### src/rtl/ysyx_25030093_xbar.sv
// ysyx_25030093_xbar: AXI4-Lite 1-to-3 router (SRAM/UART/CLINT) with local DECERR for unmapped addresses
// Ports: clk, rst (async active-low); m_* upstream AXI4-Lite slave port;
// s_* downstream master port, per-slave valid/ready bit0 SRAM, bit1 UART, bit2 CLINT,
// packed per-slave data/resp buses, broadcast address/data/strobe.
// Optional: define XBAR_TIMEOUT_EN to abort a stalled slave after TIMEOUT cycles with SLVERR.
module ysyx_25030093_xbar #(
  parameter logic [31:0] SRAM_BASE  = 32'h8000_0000,
  parameter logic [31:0] SRAM_MASK  = 32'hF800_0000,
  parameter logic [31:0] UART_BASE  = 32'hA000_03F8,
  parameter logic [31:0] UART_MASK  = 32'hFFFF_FFF8,
  parameter logic [31:0] CLINT_BASE = 32'hA000_0048,
  parameter logic [31:0] CLINT_MASK = 32'hFFFF_FFF8
`ifdef XBAR_TIMEOUT_EN
  , parameter int TIMEOUT = 255
`endif
) (
  input  logic        clk,
  input  logic        rst,
  input  logic [31:0] m_araddr,
  input  logic        m_arvalid,
  output logic        m_arready,
  output logic [31:0] m_rdata,
  output logic [1:0]  m_rresp,
  output logic        m_rvalid,
  input  logic        m_rready,
  input  logic [31:0] m_awaddr,
  input  logic        m_awvalid,
  output logic        m_awready,
  input  logic [31:0] m_wdata,
  input  logic [7:0]  m_wstrb,
  input  logic        m_wvalid,
  output logic        m_wready,
  output logic [1:0]  m_bresp,
  output logic        m_bvalid,
  input  logic        m_bready,
  output logic [31:0] s_araddr,
  output logic [2:0]  s_arvalid,
  input  logic [2:0]  s_arready,
  input  logic [95:0] s_rdata,
  input  logic [5:0]  s_rresp,
  input  logic [2:0]  s_rvalid,
  output logic [2:0]  s_rready,
  output logic [31:0] s_awaddr,
  output logic [31:0] s_wdata,
  output logic [7:0]  s_wstrb,
  output logic [2:0]  s_awvalid,
  input  logic [2:0]  s_awready,
  output logic [2:0]  s_wvalid,
  input  logic [2:0]  s_wready,
  input  logic [5:0]  s_bresp,
  input  logic [2:0]  s_bvalid,
  output logic [2:0]  s_bready
);
  typedef enum logic [2:0] {IDLE, RD_REQ, RD_WAIT, RD_RSP, WR_REQ, WR_WAIT, WR_RSP} state_e;
  state_e      state_q, state_d;
  logic [2:0]  sel_q, sel_d;
  logic [31:0] araddr_q, araddr_d, awaddr_q, awaddr_d, wdata_q, wdata_d, rdata_q, rdata_d;
  logic [7:0]  wstrb_q, wstrb_d;
  logic [1:0]  rresp_q, rresp_d, bresp_q, bresp_d;
  logic        aw_done_q, aw_done_d, w_done_q, w_done_d;
  logic        ar_go, w_go, to, ar_hs, r_hs, aw_hs, w_hs, b_hs;
  logic [2:0]  ar_sel, w_sel;
  logic [31:0] sel_rdata;
  logic [1:0]  sel_rresp, sel_bresp;
  function automatic logic [2:0] dec(input logic [31:0] a);
    return ((a & SRAM_MASK) == SRAM_BASE) ? 3'b001 :
           ((a & UART_MASK) == UART_BASE) ? 3'b010 :
           ((a & CLINT_MASK) == CLINT_BASE) ? 3'b100 : 3'b000;
  endfunction
`ifdef XBAR_TIMEOUT_EN
  logic [31:0] cnt_q;
  // REQ states are only entered from IDLE, so clearing in IDLE clears on entry
  always_ff @(posedge clk or negedge rst) begin
    if (!rst) cnt_q <= '0;
    else cnt_q <= (state_q == IDLE) ? '0 : cnt_q + 32'd1;
  end
  assign to = (state_q == RD_REQ || state_q == RD_WAIT || state_q == WR_REQ || state_q == WR_WAIT)
              && cnt_q == 32'(TIMEOUT);
`else
  assign to = 1'b0;
`endif
  assign ar_sel = dec(m_araddr);
  assign w_sel  = dec(m_awaddr);
  assign ar_go  = state_q == IDLE && m_arvalid;
  assign w_go   = state_q == IDLE && m_awvalid && m_wvalid && !m_arvalid;
  // readies are gated by rst so every handshake output reads 0 while in reset
  assign m_arready = rst && state_q == IDLE;
  assign m_awready = rst && w_go;
  assign m_wready  = rst && w_go;
  assign m_rvalid  = state_q == RD_RSP;
  assign m_bvalid  = state_q == WR_RSP;
  assign m_rdata   = rdata_q;
  assign m_rresp   = rresp_q;
  assign m_bresp   = bresp_q;
  assign s_araddr  = araddr_q;
  assign s_awaddr  = awaddr_q;
  assign s_wdata   = wdata_q;
  assign s_wstrb   = wstrb_q;
  assign s_arvalid = (state_q == RD_REQ && !to) ? sel_q : 3'b000;
  assign s_rready  = (state_q == RD_WAIT && !to) ? sel_q : 3'b000;
  assign s_awvalid = (state_q == WR_REQ && !aw_done_q && !to) ? sel_q : 3'b000;
  assign s_wvalid  = (state_q == WR_REQ && !w_done_q && !to) ? sel_q : 3'b000;
  assign s_bready  = (state_q == WR_WAIT && !to) ? sel_q : 3'b000;
  assign ar_hs = |(s_arvalid & s_arready);
  assign r_hs  = |(s_rready & s_rvalid);
  assign aw_hs = |(s_awvalid & s_awready);
  assign w_hs  = |(s_wvalid & s_wready);
  assign b_hs  = |(s_bready & s_bvalid);
  always_comb begin
    sel_rdata = '0;
    sel_rresp = '0;
    sel_bresp = '0;
    for (int i = 0; i < 3; i++) begin
      sel_rdata = sel_rdata | (sel_q[i] ? s_rdata[32*i +: 32] : 32'd0);
      sel_rresp = sel_rresp | (sel_q[i] ? s_rresp[2*i +: 2] : 2'd0);
      sel_bresp = sel_bresp | (sel_q[i] ? s_bresp[2*i +: 2] : 2'd0);
    end
  end
  always_comb begin
    state_d   = state_q;
    sel_d     = sel_q;
    araddr_d  = araddr_q;
    awaddr_d  = awaddr_q;
    wdata_d   = wdata_q;
    wstrb_d   = wstrb_q;
    rdata_d   = rdata_q;
    rresp_d   = rresp_q;
    bresp_d   = bresp_q;
    aw_done_d = aw_done_q;
    w_done_d  = w_done_q;
    case (state_q)
      IDLE: begin
        if (ar_go) begin
          sel_d    = ar_sel;
          araddr_d = m_araddr;
          state_d  = |ar_sel ? RD_REQ : RD_RSP;
          rresp_d  = |ar_sel ? rresp_q : 2'b11;
          rdata_d  = |ar_sel ? rdata_q : 32'd0;
        end else if (w_go) begin
          sel_d     = w_sel;
          awaddr_d  = m_awaddr;
          wdata_d   = m_wdata;
          wstrb_d   = m_wstrb;
          aw_done_d = 1'b0;
          w_done_d  = 1'b0;
          state_d   = |w_sel ? WR_REQ : WR_RSP;
          bresp_d   = |w_sel ? bresp_q : 2'b11;
        end
      end
      RD_REQ: begin
        state_d = to ? RD_RSP : ar_hs ? RD_WAIT : RD_REQ;
        rresp_d = to ? 2'b10 : rresp_q;
        rdata_d = to ? 32'd0 : rdata_q;
      end
      RD_WAIT: begin
        state_d = (to || r_hs) ? RD_RSP : RD_WAIT;
        rresp_d = to ? 2'b10 : r_hs ? sel_rresp : rresp_q;
        rdata_d = to ? 32'd0 : r_hs ? sel_rdata : rdata_q;
      end
      RD_RSP: state_d = m_rready ? IDLE : RD_RSP;
      WR_REQ: begin
        aw_done_d = aw_done_q | aw_hs;
        w_done_d  = w_done_q | w_hs;
        state_d   = to ? WR_RSP : (aw_done_d && w_done_d) ? WR_WAIT : WR_REQ;
        bresp_d   = to ? 2'b10 : bresp_q;
      end
      WR_WAIT: begin
        state_d = (to || b_hs) ? WR_RSP : WR_WAIT;
        bresp_d = to ? 2'b10 : b_hs ? sel_bresp : bresp_q;
      end
      WR_RSP: state_d = m_bready ? IDLE : WR_RSP;
      default: state_d = IDLE;
    endcase
  end
  always_ff @(posedge clk or negedge rst) begin
    if (!rst) begin
      state_q   <= IDLE;
      sel_q     <= '0;
      araddr_q  <= '0;
      awaddr_q  <= '0;
      wdata_q   <= '0;
      wstrb_q   <= '0;
      rdata_q   <= '0;
      rresp_q   <= '0;
      bresp_q   <= '0;
      aw_done_q <= 1'b0;
      w_done_q  <= 1'b0;
    end else begin
      state_q   <= state_d;
      sel_q     <= sel_d;
      araddr_q  <= araddr_d;
      awaddr_q  <= awaddr_d;
      wdata_q   <= wdata_d;
      wstrb_q   <= wstrb_d;
      rdata_q   <= rdata_d;
      rresp_q   <= rresp_d;
      bresp_q   <= bresp_d;
      aw_done_q <= aw_done_d;
      w_done_q  <= w_done_d;
    end
  end
endmodule
### config.mk
export PLATFORM = sky130hd
export DESIGN_NAME = ysyx_25030093_xbar
export DESIGN_NICKNAME = d
export VERILOG_FILES = /design/src/rtl/ysyx_25030093_xbar.sv
export SDC_FILE = /design/constraint.sdc
export NUM_CORES = 1
export LEC_CHECK = 0
export ABC_AREA = 1
export CAP_MARGIN = 20
export CORE_AREA = 4 4 149 151
export DETAILED_ROUTE_END_ITERATION = 8
export DIE_AREA = 0 0 153 155
export PLACE_DENSITY = 0.84
export SYNTH_ARGS = -nofsm -noshare
export SYNTH_HDL_FRONTEND = slang
export SYNTH_SLANG_ARGS = --single-unit
### constraint.sdc
create_clock -name clk -period 2.3 [get_ports clk]
set_clock_uncertainty 0.1 [all_clocks]
set_input_delay 0.575 -clock clk [delete_from_list [all_inputs] [get_ports clk]]
set_output_delay 0.575 -clock clk [all_outputs]
set_load 0.01 [all_outputs]
==> flow_summary_export.csv <==
group,metric,value,unit
sta,period_share,99.1,%
yosys,async_reset_ff_share,100,%
finish,finalNetCount,1661,
power_and_ir_drop,ir_worst_vdd,499,uV
yosys,synth_ff_type,"dfrtp_1",
routing,wl,26800,um
cts,root_buffer,"clkbuf_16",
finish,syn2layout_area_growth,70.4,%
run,maxCapViolations,0,
sta,grt_setup_unrepaired,"true",
routing,dr.pass1.iters,5,
routing,drtIter0Drc,393,
routing,dr_total_vias,8043,
routing,drc,0,
finish,fin_util,59.8,%
sta,setup_tns,0,ns
grt,antenna_found_initial,1,
grt,grt_pass1_vias,7876,
routing,viasPerCell,4.69,
sta,max_freq,0.439,GHz
outcome,status,"completed",
place,io_buffer_count,393,
sta,hold_viol_final,0,
critical_path,critPathLaunchType,"primary input",
place,gp_congestion,0.885,
cts,clock_path_buffers,2,
sta,finalSetupViolCount,0,
die,die_y,155,um
yosys,synth_edf_count,0,
yosys,netlist_area,0.00730,sq mm
die,pin_count,394,
yosys,synth_top_area_share,50.7,%
sta,maxSlewHeadroom,46.3,%
cts,clkLatencyLatePin,0.42,ns
sta,drv_slew,0,
critical_path,end_kind,"primary output",
yosys,synth_nets,1249,
yosys,syn_inst,1015,
cts,cts.sinks,148,
place,dp_hpwl,20700,um
die,start_util,35.1,%
sta,tightest_slew,0.806,ns
finish,drive_gt1_share,9.93,%
cts,cts_tree,"built",
grt,grt_max_degree,92,
cts,cts_htree_levels,4,
routing,antenna_left,0,
die,core,0.0208,sq mm
yosys,synthTopCellsByArea,"dfrtp_1 (51%), nand2_1 (26%), nand3_1 (5.8%)",
routing,route.detailed.wl_per_inst,15.6,um
power_and_ir_drop,p_per_area,1030,mW/mm^2
finish,fill_cells,1802,
place,placed_cells,1679,
yosys,avgSynthCellArea,7.20,sq um
yosys,synth-seq-cells,148,
die,dieWidth,153,um
critical_path,cp.required,1.62,ns
power_and_ir_drop,p_leak,6.14,nW
critical_path,critPathKind,"in -> out",
sta,fin_hold_ws,0.107,ns
critical_path,cp.arrival,1.61,ns
yosys,yosysSeqAreaShare,50.7,%
cts,clkSlewWorstSetupHoldPaths,0.06,ns
cts,cts_buffers,17,
sta,min_period,2.28,ns
grt,overflow,0,
yosys,synth_cell_type_count,29,
die,dieArea,0.0237,sq mm
die,fp-row-count,53,
critical_path,cp_max_fo,2,
hold_path,hp-class,"in -> async",
yosys,post-synth-top-area-cell,"dfrtp_1",
grt,grt_pass1_wl,41900,um
finish,final_cells,1716,
grt,grt_use_total,22.1,%
yosys,ys_warn_count,0,
logic make-up (layout without fill, tap and decap cells):
kind of cell | after synthesis | in the layout | synth area share [%]
buffers and inverters | 126 | 551 | 7.13
AO/OA/AOI/OAI | 43 | 43 | 3.12
flip-flops | 148 | 148 | 50.7
other | 0 | 1 | 0
AND/OR/NAND/NOR | 698 | 698 | 39.1
power by group:
part           switching, mW  internal (mW)  total [mW]
Sequential             0.569           3.61        4.18
Combinational           2.88           2.91        5.79
Clock                   1.24           1.58        2.82
metrics by stage:
step,instance area (sq um),setup WS [ns],power [mW]
detailed placement,11700,-0.543,9.95
finish,12400,0.0198,12.8
global placement,11700,-0.536,9.80
floorplan,7310,0.0563,6.59
CTS,12400,0.000701,12.9
global route,12400,-0.0520,13.6
Yosys cell counts (2+ instances only):
cell,instances
buf_6,2
nand4_1,13
a21oi_1,5
and2_1,2
nand3_1,85
nor3_1,5
nand2_4,2
dfrtp_1,148
nand2_2,11
nor2_1,64
nand2_1,511
clkbuf_1,24
buf_2,8
o21ai_0,33
inv_1,75
buf_4,3
buf_1,9
nor2_4,2
inv_2,3
worst paths after layout:
path	cells past startpoint	to	slack (ns)	from
max reg2reg	11	m_bresp[0]$_DFFE_PN0P_	0.17	state_q[1]$_DFFE_PN0P_
max	6	m_wready	0.02	m_wvalid
max in group asynchronous	3	s_araddr[16]$_DFFE_PN0P_	0.84	rst
min	2	w_done_q$_DFFE_PN0P_	0.11	rst
min reg2reg	2	s_awaddr[27]$_DFFE_PN0P_	0.37	s_awaddr[27]$_DFFE_PN0P_
min in group clk	2	s_awaddr[27]$_DFFE_PN0P_	0.37	s_awaddr[27]$_DFFE_PN0P_
cells in the final DEF (no fill, tap or decap), drive strengths merged:
master and n:
nand2 525, clkdlybuf4s50 370, dfrtp 148, nand3 86
inv 85, nor2 67, buf 60, o21ai 33
clkbuf 24, nand4 13, a21oi 6, nor3 5
clkinv 5, dlygate4sd2 3, and2 2, clkinvlp 2
diode 1, a31oi 1, o211ai 1, o311ai 1
o22ai 1, bufinv 1, clkdlybuf4s15 1
final cells by class:
type	instances	area, sq um	share of cell area [%]
Inverter	79	297	2.38
Sequential cell	148	3700	29.8
Clock inverter	14	164	1.32
Clock buffer	18	439	3.53
Antenna cell	1	2.50	0.0201
Tap cell	275	344	2.76
Timing Repair Buffer	440	4300	34.5
Multi-Input combinational cell	741	3200	25.7
registers in the layout, indices dropped and copies added (netlist names):
name	flops
s_wstrb	8
aw_done_q	1
s_awaddr	32
w_done_q	1
s_wdata	32
m_rresp	2
m_bresp	2
s_araddr	32
state_q	3
sel_q	3
m_rdata	32
critical path, cell delays in order:
cell and delay (ns):
clkdlybuf4s50_1 0.52, nand2_4 0.10, nor2_4 0.12, inv_2 0.05, nor2_4 0.12, buf_6 0.12
metal layers:
layer / part of all wire (%) / global-route usage (%) / vias to the layer above
met5: 0 / 0 / -
met4: 3.1 / 8.15 / 0
met3: 7.1 / 5.95 / 52
met2: 49 / 37.0 / 306
met1: 41 / 27.6 / 3734
li1: - / - / 3951
timing repair:
| item | in CTS | in global routing |
|---|---|---|
| hold buffers | 0 | 0 |
| resized for setup | 91 | 25 |
| setup endpoints to repair | 21 | 22 |
| setup buffers | 3 | 1 |
| pin swaps | 4 | 2 |
Note: power is estimated with default switching activity, not from simulation.
